### src/rtl/audio_rp_controller.sv
// audio_rp_controller: record/playback sequencer in front of a single-port
// 8-bit sample memory. The one memory port belongs to whichever state is
// active: writes while recording, reads while playing, parked at 0 in IDLE.
module audio_rp_controller #(
  parameter int ADDR_W   = 14,
  parameter int READ_LAT = 2
) (
  input  logic              clk_in,
  input  logic              rst_in,
  input  logic              start_record,
  input  logic              stop_record,
  input  logic              start_playback,
  input  logic              signal_12khz,
  input  logic [7:0]        mic_sample,
  output logic [ADDR_W-1:0] bram_addr,
  output logic              bram_we,
  output logic [7:0]        bram_din,
  input  logic [7:0]        bram_dout,
  output logic [7:0]        audio_out,
  output logic              recording,
  output logic              playing,
  output logic [ADDR_W:0]   rec_length,
  output logic              done
);

  localparam logic [7:0]      SILENCE   = 8'h80;
  localparam logic [ADDR_W:0] PTR_ONE   = (ADDR_W+1)'(1);
  // Highest memory address, widened to pointer width for comparison.
  localparam logic [ADDR_W:0] LAST_ADDR = {1'b0, {ADDR_W{1'b1}}};

  typedef enum logic [1:0] {
    IDLE   = 2'd0,
    RECORD = 2'd1,
    PLAY   = 2'd2
  } state_t;

  state_t              state_reg, state_next;
  logic [ADDR_W:0]     wr_ptr_reg, wr_ptr_next;
  logic [ADDR_W:0]     rd_ptr_reg, rd_ptr_next;
  logic [ADDR_W:0]     rec_len_reg, rec_len_next;
  logic [ADDR_W-1:0]   addr_reg, addr_next;
  logic                we_reg, we_next;
  logic [7:0]          din_reg, din_next;
  logic [7:0]          audio_reg, audio_next;
  logic                done_reg, done_next;
  logic                recording_reg, playing_reg;

  // Read-valid pipeline: stage k is high k+1 cycles after a read was issued,
  // so stage READ_LAT lines up with the cycle bram_dout carries the sample.
  logic [READ_LAT:0]   vld_reg, vld_next;
  logic                rd_issue;
  logic                restart;
  logic                pipe_flush;

  genvar gi;

  assign vld_next[0] = rd_issue;

  generate
    for (gi = 1; gi <= READ_LAT; gi++) begin : g_rd_pipe
      assign vld_next[gi] = vld_reg[gi-1] & ~pipe_flush;
    end
  endgenerate

  // Next-state, pointer and memory-port decisions for the current state.
  always_comb begin
    state_next   = state_reg;
    wr_ptr_next  = wr_ptr_reg;
    rd_ptr_next  = rd_ptr_reg;
    rec_len_next = rec_len_reg;
    addr_next    = '0;
    we_next      = 1'b0;
    din_next     = din_reg;
    audio_next   = audio_reg;
    done_next    = 1'b0;
    rd_issue     = 1'b0;
    restart      = 1'b0;
    pipe_flush   = 1'b0;

    case (state_reg)
      IDLE: begin
        audio_next = SILENCE;
        if (start_record) begin
          state_next   = RECORD;
          wr_ptr_next  = '0;
          rec_len_next = '0;
        end else if (start_playback) begin
          if (rec_len_reg != '0) begin
            state_next  = PLAY;
            rd_ptr_next = '0;
          end else begin
            // Nothing to play: report completion immediately.
            done_next = 1'b1;
          end
        end
      end

      RECORD: begin
        audio_next = SILENCE;
        if (signal_12khz) begin
          we_next      = 1'b1;
          addr_next    = wr_ptr_reg[ADDR_W-1:0];
          din_next     = mic_sample;
          wr_ptr_next  = wr_ptr_reg + PTR_ONE;
          rec_len_next = wr_ptr_reg + PTR_ONE;
          // A stop or the last free slot ends the take on the write cycle.
          if (stop_record || (wr_ptr_reg == LAST_ADDR)) begin
            state_next = IDLE;
            done_next  = 1'b1;
          end
        end else if (stop_record) begin
          state_next = IDLE;
          done_next  = 1'b1;
        end
      end

      PLAY: begin
        if (start_playback) begin
          restart     = 1'b1;
          rd_ptr_next = '0;
        end else begin
          if (vld_reg[READ_LAT]) begin
            audio_next = bram_dout;
          end
          if (signal_12khz) begin
            if (rd_ptr_reg == rec_len_reg) begin
              // Every sample has been played; this strobe ends playback.
              state_next = IDLE;
              done_next  = 1'b1;
              audio_next = SILENCE;
            end else begin
              rd_issue    = 1'b1;
              addr_next   = rd_ptr_reg[ADDR_W-1:0];
              rd_ptr_next = rd_ptr_reg + PTR_ONE;
            end
          end
        end
      end

      default: begin
        state_next = IDLE;
        audio_next = SILENCE;
      end
    endcase

    pipe_flush = restart | (state_next != PLAY);
  end

  // State and datapath registers with synchronous reset.
  always_ff @(posedge clk_in) begin
    if (rst_in) begin
      state_reg     <= IDLE;
      wr_ptr_reg    <= '0;
      rd_ptr_reg    <= '0;
      rec_len_reg   <= '0;
      addr_reg      <= '0;
      we_reg        <= 1'b0;
      din_reg       <= 8'h00;
      audio_reg     <= SILENCE;
      done_reg      <= 1'b0;
      recording_reg <= 1'b0;
      playing_reg   <= 1'b0;
      vld_reg       <= '0;
    end else begin
      state_reg     <= state_next;
      wr_ptr_reg    <= wr_ptr_next;
      rd_ptr_reg    <= rd_ptr_next;
      rec_len_reg   <= rec_len_next;
      addr_reg      <= addr_next;
      we_reg        <= we_next;
      din_reg       <= din_next;
      audio_reg     <= audio_next;
      done_reg      <= done_next;
      recording_reg <= (state_next == RECORD);
      playing_reg   <= (state_next == PLAY);
      vld_reg       <= vld_next;
    end
  end

  assign bram_addr  = addr_reg;
  assign bram_we    = we_reg;
  assign bram_din   = din_reg;
  assign audio_out  = audio_reg;
  assign recording  = recording_reg;
  assign playing    = playing_reg;
  assign rec_length = rec_len_reg;
  assign done       = done_reg;

endmodule

### config.mk
export PLATFORM = sky130hd
export DESIGN_NAME = audio_rp_controller
export DESIGN_NICKNAME = d
export VERILOG_FILES = /design/src/rtl/audio_rp_controller.sv
export SDC_FILE = /design/constraint.sdc
export NUM_CORES = 1
export LEC_CHECK = 0
export CELL_PAD_IN_SITES_DETAIL_PLACEMENT = 0
export CELL_PAD_IN_SITES_GLOBAL_PLACEMENT = 2
export CORE_ASPECT_RATIO = 1.4
export CORE_MARGIN = 4
export CORE_UTILIZATION = 31
export CTS_CLUSTER_DIAMETER = 40
export DETAILED_ROUTE_END_ITERATION = 7
export GPL_ROUTABILITY_DRIVEN = 0
export PLACE_DENSITY = 0.93
export SYNTH_ARGS = -nofsm -noshare
export SYNTH_HDL_FRONTEND = slang
export SYNTH_SLANG_ARGS = --single-unit
### constraint.sdc
create_clock -name clk_in -period 4.8 [get_ports clk_in]
set_input_delay 0.48 -clock clk_in [delete_from_list [all_inputs] [get_ports clk_in]]
set_output_delay 0.48 -clock clk_in [all_outputs]
set_load 0.05 [all_outputs]
==> results.json <==
{
  "status": "complete, no violations",
  "grt_pass1_wl_um": 14200,
  "drv_slew": 0,
  "crit_buf_inv": 1,
  "grtUsageMet2": 0.240,
  "syn_avg_cell_area_um2": 8.21,
  "r2r_end": "rd_ptr_reg[12]",
  "top_usage_layer": "met2",
  "synthTopCellsByArea": "dfxtp_1, nand2_1, a21oi_1, xor2_1, ha_1",
  "path_max_fanout": 10,
  "start_util": 0.316,
  "r2r_cells": 8,
  "cp-start-kind": "register",
  "cts_resized": 0,
  "drive_above_1_share": 0.0395,
  "synth_seq_area_share": 0.425,
  "seq_area_um2": 1380,
  "grt_max_degree": 28,
  "syn_nets": 425,
  "hold_end": "audio_out[0]",
  "hold_depth": 2,
  "die_area_um2": 12200,
  "sw_frac_of_total": 0.216,
  "cts_tree": "yes",
  "wirelength_um": 8770,
  "fin_skew_ns": 0.00541,
  "nFillCells": 1035,
  "use_met1": 0.185,
  "cp-end-kind": "register",
  "crit_chain": "inv_1 > ha_1 > nor4b_2 > nand4_1 > a31o_1 > nand4_1 > or4_1 > a21oi_1",
  "critical-path-top-delay-family": "simple AND/OR/NAND/NOR gates",
  "crit_type": "register to register",
  "rsz0062_at_grt": "false",
  "cts_root_buf": "clkbuf_16",
  "maxSlewHeadroom": 0.332,
  "wl_per_cell_um": 14.8,
  "use_met3": 0.0325,
  "syn_to_final_growth_pct": 31.7,
  "r2r_start": "rec_length[1]",
  "holdBufCountCts": 0,
  "die_y_um": 129,
  "yosysTopAreaCellShare": 0.425,
  "crit_slowest_cell": "or4_1",
  "yosysWarningCount": 0,
  "ir_worst_vdd_v": 0.000157,
  "rows": 44,
  "vias": 2944,
  "clock_latency_ns": 0.32,
  "crit_top_cell": "nand4_1",
  "numCtsBuffers": 9,
  "tightestPinTransition_ns": 1.00,
  "final_nets": 480,
  "layout_commonest_cell": "nand2_1",
  "max_stage_delay_ns": 0.57,
  "drcViolationCount": 0,
  "hold_path.class": "register to register",
  "seq_power_share": 0.447,
  "hpwl_um": 6240,
  "synth_enable_flop_cells": 0,
  "cts_setup_buffers": 0,
  "min_period_ns": 2.73,
  "combPwrFrac": 0.073,
  "drv_cap": 0,
  "grt_pass1_vias": 2839,
  "grt_util_all_layers": 0.150,
  "io_pins": 71,
  "setup_viol": 0,
  "die_x_um": 94.5,
  "finalSetupTns_ns": 0,
  "ys_ff_latch": 69,
  "powerDensity_nw_per_um2": 305,
  "worst_ep_arrival_time_ns": 2.99,
  "hold_violations": 0,
  "clockBufferDepth": 2,
  "syn_inst": 396,
  "avgViaCountPerCell": 4.96,
  "leakage_nw": 1.50,
  "netlist_area_um2": 3250,
  "p_int_w": 0.00102,
  "core_um2": 10300,
  "fin_util": 0.416,
  "antenna_found_initial": 0,
  "clock_sinks": 69,
  "ys.flop_type": "dfxtp_1",
  "numPortBuffers": 70,
  "layout_common_cells": "nand2_1, clkdlybuf4s50_1, dfxtp_1, a21oi_1",
  "multi_input_area_um2": 1700,
  "cp.required_ns": 5.05,
  "r2r_setup_slack_ns": 2.07,
  "max_clock_freq_mhz": 366,
  "drtIter0Drc": 159,
  "hold_start": "audio_out[0]",
  "synth_area_leader_cell": "dfxtp_1",
  "path_clk_slew_ns": 0.05,
  "fin_crit_sh": 0.570,
  "first_pass_iters": 4,
  "power.share.clock": 0.480,
  "overflow": 0,
  "synthArstFlopShare": 0,
  "htreeDepth": 3,
  "synth.distinct_cells": 48,
  "n_antenna_cell": 0,
  "ant_nets": 0,
  "power_switching_w": 0.000281
}
[logic make-up (layout without fill, tap and decap cells)]
family	Yosys count	in the layout	synth area share
AO/OA/AOI/OAI	77	77	0.140
XOR/XNOR	27	27	0.0728
adder cells (fa/ha/maj)	7	7	0.0270
buffers and inverters	35	95	0.0528
flip-flops	69	69	0.425
multiplexers	1	1	0.00347
AND/OR/NAND/NOR	180	180	0.279
[how the worst max path moves through the flow]
stage / endpoint / startpoint / cells past startpoint
after floorplan: rd_ptr_reg[12] / rec_length[0] / 9
after global placement: rd_ptr_reg[14] / start_record / 6
after detailed placement: rd_ptr_reg[12] / start_record / 6
after CTS: rd_ptr_reg[12] / rec_length[0] / 8
after global routing: rd_ptr_reg[7] / state_reg[1] / 7
final: rd_ptr_reg[12] / rec_length[1] / 8
[worst min-delay path, cell delays in order (launching register included)]
cell	delay (ns)
dfxtp_1	0.30
nand2_1	0.05
a21oi_1	0.05
[final cells by class]
cell class              instances  area share
well taps                     138      0.0403
multi-input cells             292       0.396
inverters                       8     0.00702
repair buffers                 71       0.165
clock buffers                  16      0.0681
flip-flops and latches         69       0.323
[power groups by stage]
stage / clock network (W) / registers, W / logic (W)
final: 0.000627 / 0.000583 / 0.0000955
after detailed placement: 0 / 0.000595 / 0.0000959
after CTS: 0.000645 / 0.000583 / 0.0000962
after floorplan: 0 / 0.000612 / 0.0000402
after global placement: 0 / 0.000595 / 0.0000952
after global routing: 0.000672 / 0.000583 / 0.000104
[synthesized netlist by cell type (2+ instances only)]
| library cell | n |
|---|---|
| nor3_1 | 3 |
| o31ai_1 | 7 |
| or4_1 | 10 |
| o211ai_1 | 2 |
| a21oi_1 | 45 |
| a31oi_1 | 2 |
| and2_1 | 5 |
| nand3_1 | 9 |
| o21a_1 | 2 |
| or3_1 | 5 |
| o21ai_0 | 4 |
| nand3b_1 | 3 |
| nor4_1 | 4 |
| o21ai_1 | 4 |
| and3_1 | 4 |
| xnor2_1 | 4 |
| buf_6 | 4 |
| nor4_2 | 2 |
| clkbuf_1 | 15 |
| inv_1 | 8 |
| nand2_1 | 79 |
| nor2b_1 | 7 |
| buf_2 | 5 |
| xor2_1 | 23 |
| o221ai_1 | 3 |
| dfxtp_1 | 69 |
| nor2_1 | 23 |
| buf_1 | 2 |
| nand2b_1 | 6 |
| nor4b_1 | 2 |
| ha_1 | 7 |
| nand4_1 | 12 |
[per-stage QoR]
step | hold WS [ns] | setup WS (ns) | power, W | cell area, um^2 | std cells
after floorplan | 0.445 | 2.21 | 0.000652 | 3250 | 396
after detailed placement | 0.446 | 1.93 | 0.000691 | 3990 | 578
final | 0.451 | 2.07 | 0.00131 | 4280 | 594
after CTS | 0.453 | 2.06 | 0.00132 | 4280 | 594
after global routing | 0.471 | 1.81 | 0.00136 | 4280 | 594
after global placement | 0.441 | 2.05 | 0.000690 | 3990 | 578
[routing by layer]
layer | share of wire | wire length [um]
met5 | 0 | 0
met4 | 0.033 | 289
met3 | 0.046 | 404
met2 | 0.47 | 4160
met1 | 0.45 | 3930
Power figures use the tool's default switching activity.
